[src/rtl/adc1align.sv]
// adc1align: word-alignment controller for a one-line ADC receiver.
// Resets the ISERDES, calibrates the IODELAY, then searches all
// bitslip positions at every IODELAY tap for a window of NMATCH
// consecutive training words.
module adc1align #(
    parameter logic [5:0] PATTERN = 6'b111000,
    parameter int         NMATCH  = 16,
    parameter int         SETTLE  = 8,
    parameter int         MAXTAP  = 255
) (
    input  logic       CLK,
    input  logic       RSTN,
    input  logic       START,
    input  logic [5:0] DIN,
    input  logic       BUSY,
    output logic       SRST,
    output logic       DCAL,
    output logic       DRST,
    output logic       DINC,
    output logic       BS,
    output logic [7:0] TAP,
    output logic [2:0] SLIPS,
    output logic       DONE,
    output logic       FAIL
);

    typedef enum logic [3:0] {
        S_IDLE, S_SRES, S_CAL, S_CALW, S_DRES, S_WAIT,
        S_CHECK, S_SLIP, S_INCD, S_LOCK, S_FAILED
    } state_t;

    // One shared cycle counter serves SRES, CALW (needs 0..257) and WAIT.
    localparam int CNT_W  = (SETTLE > 512) ? $clog2(SETTLE) : 9;
    localparam int MCNT_W = (NMATCH > 1) ? $clog2(NMATCH) : 1;

    localparam logic [CNT_W-1:0]  SRES_LAST   = CNT_W'(1);
    localparam logic [CNT_W-1:0]  CALW_IGNORE = CNT_W'(2);
    localparam logic [CNT_W-1:0]  CALW_LAST   = CNT_W'(257);
    localparam logic [CNT_W-1:0]  SETTLE_LAST = CNT_W'(SETTLE - 1);
    localparam logic [MCNT_W-1:0] MATCH_LAST  = MCNT_W'(NMATCH - 1);
    localparam logic [7:0]        TAP_MAX     = 8'(MAXTAP);
    localparam logic [2:0]        SLIP_MAX    = 3'd5;

    state_t             state_q, state_d;
    logic [CNT_W-1:0]   cnt_q, cnt_d;
    logic [MCNT_W-1:0]  mcnt_q, mcnt_d;
    logic [7:0]         tap_q, tap_d;
    logic [2:0]         slips_q, slips_d;
    logic               srst_q, srst_d;
    logic               dcal_q, dcal_d;
    logic               drst_q, drst_d;
    logic               dinc_q, dinc_d;
    logic               bs_q, bs_d;
    logic               done_q, done_d;
    logic               fail_q, fail_d;

    // State register and registered outputs, synchronous active-low reset.
    always_ff @(posedge CLK) begin
        // NOTE: every flop here uses <= so all registers update from the
        // same pre-edge values; blocking = would create ordering races.
        if (!RSTN) begin
            state_q <= S_IDLE;
            cnt_q   <= '0;
            mcnt_q  <= '0;
            tap_q   <= '0;
            slips_q <= '0;
            srst_q  <= 1'b1;
            dcal_q  <= 1'b0;
            drst_q  <= 1'b0;
            dinc_q  <= 1'b0;
            bs_q    <= 1'b0;
            done_q  <= 1'b0;
            fail_q  <= 1'b0;
        end else begin
            state_q <= state_d;
            cnt_q   <= cnt_d;
            mcnt_q  <= mcnt_d;
            tap_q   <= tap_d;
            slips_q <= slips_d;
            srst_q  <= srst_d;
            dcal_q  <= dcal_d;
            drst_q  <= drst_d;
            dinc_q  <= dinc_d;
            bs_q    <= bs_d;
            done_q  <= done_d;
            fail_q  <= fail_d;
        end
    end

    // Next-state, counters and tap/slip bookkeeping.
    always_comb begin
        // NOTE: defaults first so every path assigns every signal and no
        // latch is inferred.
        state_d = state_q;
        cnt_d   = cnt_q;
        mcnt_d  = mcnt_q;
        tap_d   = tap_q;
        slips_d = slips_q;
        unique case (state_q)
            S_IDLE: begin
                if (START) begin
                    state_d = S_SRES;
                    cnt_d   = '0;
                end
            end
            S_SRES: begin
                if (cnt_q == SRES_LAST) state_d = S_CAL;
                else                    cnt_d   = cnt_q + CNT_W'(1);
            end
            S_CAL: begin
                state_d = S_CALW;
                cnt_d   = '0;
            end
            S_CALW: begin
                // BUSY is not yet valid for the first two cycles after DCAL.
                if (cnt_q >= CALW_IGNORE && !BUSY) begin
                    state_d = S_DRES;
                    tap_d   = '0;
                    slips_d = '0;
                end else if (cnt_q == CALW_LAST) begin
                    state_d = S_FAILED;
                end else begin
                    cnt_d = cnt_q + CNT_W'(1);
                end
            end
            S_DRES: begin
                state_d = S_WAIT;
                cnt_d   = '0;
            end
            S_WAIT: begin
                if (cnt_q == SETTLE_LAST) begin
                    state_d = S_CHECK;
                    mcnt_d  = '0;
                end else begin
                    cnt_d = cnt_q + CNT_W'(1);
                end
            end
            S_CHECK: begin
                if (DIN == PATTERN) begin
                    if (mcnt_q == MATCH_LAST) state_d = S_LOCK;
                    else                      mcnt_d  = mcnt_q + MCNT_W'(1);
                end else if (slips_q < SLIP_MAX) begin
                    state_d = S_SLIP;
                    slips_d = slips_q + 3'd1;
                end else begin
                    // The tap step is decided here so DINC and TAP move together.
                    state_d = S_INCD;
                    if (tap_q != TAP_MAX) begin
                        tap_d   = tap_q + 8'd1;
                        slips_d = '0;
                    end
                end
            end
            S_SLIP: begin
                state_d = S_WAIT;
                cnt_d   = '0;
            end
            S_INCD: begin
                // No DINC pulse means the last tap was already exhausted.
                state_d = dinc_q ? S_WAIT : S_FAILED;
                cnt_d   = '0;
            end
            S_LOCK, S_FAILED: begin
                if (START) begin
                    state_d = S_SRES;
                    cnt_d   = '0;
                end
            end
            default: state_d = S_IDLE;
        endcase
    end

    // Output decode from the next state so each output is a flop aligned with its state.
    always_comb begin
        srst_d = (state_d == S_IDLE) || (state_d == S_SRES);
        dcal_d = (state_d == S_CAL);
        drst_d = (state_d == S_DRES);
        bs_d   = (state_d == S_SLIP);
        dinc_d = (state_d == S_INCD) && (tap_q != TAP_MAX);
        done_d = (state_d == S_LOCK);
        fail_d = (state_d == S_FAILED);
    end

    assign SRST  = srst_q;
    assign DCAL  = dcal_q;
    assign DRST  = drst_q;
    assign DINC  = dinc_q;
    assign BS    = bs_q;
    assign TAP   = tap_q;
    assign SLIPS = slips_q;
    assign DONE  = done_q;
    assign FAIL  = fail_q;

endmodule

[config.mk]
export PLATFORM = sky130hd
export DESIGN_NAME = adc1align
export DESIGN_NICKNAME = d
export VERILOG_FILES = /design/src/rtl/adc1align.sv
export SDC_FILE = /design/constraint.sdc
export NUM_CORES = 1
export LEC_CHECK = 0
export ABC_AREA = 1
export CORE_MARGIN = 2
export CORE_UTILIZATION = 34
export CTS_CLUSTER_SIZE = 28
export DETAILED_ROUTE_END_ITERATION = 10
export HOLD_SLACK_MARGIN = 0.15
export REMOVE_ABC_BUFFERS = 1
export SYNTH_ARGS = -nofsm -noshare
export SYNTH_HDL_FRONTEND = slang
export SYNTH_SLANG_ARGS = --single-unit
export TNS_END_PERCENT = 10
[constraint.sdc]
create_clock -name CLK -period 4.2 [get_ports CLK]
set_input_delay 1.26 -clock CLK [delete_from_list [all_inputs] [get_ports CLK]]
set_output_delay 1.26 -clock CLK [all_outputs]
set_load 0.01 [all_outputs]
==> flow_summary_export.csv <==
group,metric,value,unit
status,status,"finished clean",
floorplan,design.die.area,7268,sq um
power,ir_drop,186.3,uV
sta,relSlewSlack,47.72,%
place,dp_slack,1.293,ns
yosys,synth-xor-area-share,4.292,%
critical_path,crit_path_start_kind,"input pin",
critical_path,crit_path_max_fanout,11,
drt,dr_total_vias,2192,
clock_network,max-clock-path-buffers,2,
yosys,seq_area_frac_synth,31.22,%
critical_path,path_buf_inv,2,
finish,finalCoreUtilization,42.23,%
finish,mostFrequentLayoutCell,"nand2_1",
clock_network,postCtsResizedCells,0,
yosys,synth_area_per_cell,6.506,sq um
finish,finalNonFillerCells,452,
place,detailed_place_hpwl,3856,um
sta,timing.fmax,385.1,MHz
sta,setup_ws,1.604,ns
power,leakage,1.133,nW
yosys,synth-compound-area-share,8.138,%
drt,detailedRoute.firstIterationViolations,162,
power,pwr_density_cell,366.3,nW/um^2
global_routing,grt_first_pass_wirelength,8983,um
clock_network,cts-buffers-inserted,5,
floorplan,core.rowCount,29,
sta,grt_setup_unrepaired,"no",
floorplan,number_of_top_level_design_ports,28,
yosys,post_synthesis_instance_area,2245,sq um
finish,layout-drive-gt1-share,7.467,%
sta,worstMarginPinSlew,0.7833,ns
drt,drc_violation_count_after_routing,0,
global_routing,first_global_vias,2064,
sta,fin_hold_ws,0.4924,ns
clock_network,clockRootBuffer,"clkbuf_8",
sta,post-route-period-util,61.82,%
critical_path,crit_arrival,2.78,ns
critical_path,critical_path.endpoint_type,"flop",
finish,nets,390,
job,maxCapViolCount,0,
floorplan,floorplan.core_area,6350,sq um
global_routing,antenna_found_initial,0,
yosys,synthSimpleGateAreaFrac,44.37,%
drt,wl,5113,um
drt,route.antenna.remaining_nets,0,
clock_network,clkLatencyLatePin,0.29,ns
finish,design_area,2681,sq um
drt,firstDrtPassIters,4,
sta,finalClockSkew,0.007199,ns
finish,layout_fillers,662,
yosys,synthesis.instances,345,
clock_network,tritoncts,"built",
sta,fin_setup_tns,0,ns
sta,timing_max_transition_violations_final,0,
place,placed_cell_area,2581,sq um
global_routing,grt_util_all_layers,15.12,%
yosys,yosys.area_share.adder,3.344,%
global_routing,pin_count_of_the_biggest_net_entering_global_routing,24,
finish,antenna_cells_inserted,0,
critical_path,worst-setup-path-type,"in -> reg",
place,place_congestion,0.8829,
critical_path,critical_path.top_delay_family,"simple AND/OR/NAND/NOR gates",
sta,report.final.setup_viol,0,
finish,multi_input_area,1350,sq um
critical_path,path_cells,"clkdlybuf4s50_1 -> o21bai_4 -> nand2_1 -> nand3_2 -> clkinv_1 -> nor2_1 -> nor2_1",
sta,layout_min_cycle_time,2.596,ns
finish,flow.area_growth_from_synthesis,19.45,%
finish,layout.area.seq,700.7,sq um
floorplan,initial_utilization,35.35,%
yosys,synth_top_family_by_area,"simple AND/OR/NAND/NOR gates",
drt,wl_per_cell,11.31,um
finish,mostFrequentLayoutCells,"nand2_1 (80), nor2_1 (63), nand3_1 (39), inv_1 (38), dfxtp_1 (35)",
yosys,yosys.cell_types.count,33,
yosys,synth.yosys.warnings,0,
place,numPortBuffers,27,
global_routing,globalRoute.totalOverflow,0,
critical_path,crit_path_frequent_cell,"nor2_1",
clock_network,clock_sink_count,35,
clock_network,worst_setup_hold_path_clk_slew,0.07,ns
critical_path,crit_path_top_delay_cell,"clkdlybuf4s50_1",
critical_path,critical-path-max-stage-delay,0.48,ns
clock_network,post-cts-setup-buffer-count,0,
floorplan,die_width,85.25,um
yosys,yosys-mux-area-fraction,0,%
yosys,synth_seq_cells,35,
clock_network,cts_max_level,2,
place,numPlacedInstances,444,
power,finalPower,982.1,uW
min_path,timing.hold.worst.class,"reg -> reg",
clock_network,cts_hold_buf,0,
floorplan,die_height,85.25,um
sta,timing.final.hold_violations,0,
critical_path,worst_ep_required_time,4.38,ns
drt,viasPerCell,4.850,
==> layout make-up <==
| class | instances | share of cell area, % |
|---|---|---|
| flip-flops and latches | 35 | 26.13 |
| repair buffers | 27 | 10.08 |
| well taps | 77 | 3.593 |
| inverters | 43 | 6.113 |
| clock buffers | 8 | 3.733 |
| multi-input cells | 262 | 50.35 |
==> flip-flops by register name, indices dropped and copies added, names as in the netlist, 3 cells and up <==
signal	count
cnt_q	9
TAP	8
mcnt_q	4
state_q	4
SLIPS	3
==> worst paths after layout <==
kind,startpoint,to,slack [ns],depth (start not counted)
max reg2reg,cnt_q[0]$_SDFFE_PN0P_,SLIPS[2]$_SDFFE_PN0P_,2.13,10
min,mcnt_q[0]$_SDFFE_PN0P_,mcnt_q[0]$_SDFFE_PN0P_,0.49,2
min reg2reg,mcnt_q[0]$_SDFFE_PN0P_,mcnt_q[0]$_SDFFE_PN0P_,0.49,2
max,BUSY,SLIPS[2]$_SDFFE_PN0P_,1.60,7
==> routing by layer <==
metal / up-vias / track usage, % / part of all wire, %
li1: 1155 / - / -
met1: 994 / 19.49 / 47
met2: 39 / 25.14 / 49
met3: 4 / 3.502 / 3.7
met4: 0 / 4.473 / 0.98
met5: - / 0 / 0
==> worst register-to-register path: cells and delay by family, from the launching register on <==
kind                     cells  cell delay, ns
AO/OA/AOI/OAI                1            0.22
adder cells (fa/ha/maj)      1            0.20
buffers and inverters        3            0.26
flip-flops                   1            0.41
AND/OR/NAND/NOR              5            0.86
==> synth_stat cells <==
cell type,number,share of area (%)
buf_6,1,0.50
nand2_4,2,1.0
nor3_1,6,1.3
o21a_1,1,0.33
nand2_1,80,13
nor2_4,2,1.0
or2_1,2,0.56
inv_4,1,0.28
and3_1,2,0.56
a21oi_1,20,4.5
nor3b_1,1,0.33
nor2_1,63,11
nand2_2,3,0.84
nand3_1,39,8.7
nor2_8,1,0.89
nand3b_1,1,0.33
nand4_1,7,2.0
o21ai_0,3,0.67
nand2_8,2,1.8
xnor2_1,4,1.6
inv_2,3,0.50
o21bai_4,1,0.84
nand3_2,2,0.89
ha_1,6,3.3
clkinv_1,1,0.17
xor2_1,7,2.7
clkbuf_1,3,0.50
buf_4,1,0.33
o21ai_1,3,0.67
or2_2,1,0.28
a21oi_2,3,1.2
dfxtp_1,35,31
inv_1,38,6.4
==> power breakdown <==
group	switching (mW)	internal [mW]	total, mW
clock	0.123	0.150	0.273
sequential	0.0268	0.356	0.382
combinational	0.215	0.112	0.327
==> cell families (layout without fill, tap and decap cells) <==
group	count (synthesis)	after routing
simple gates	214	214
buf+inv	48	78
flops	35	35
compound gates	31	31
xor+xnor	11	11
fa+ha+maj	6	6
(Power assumes the default switching activity.)
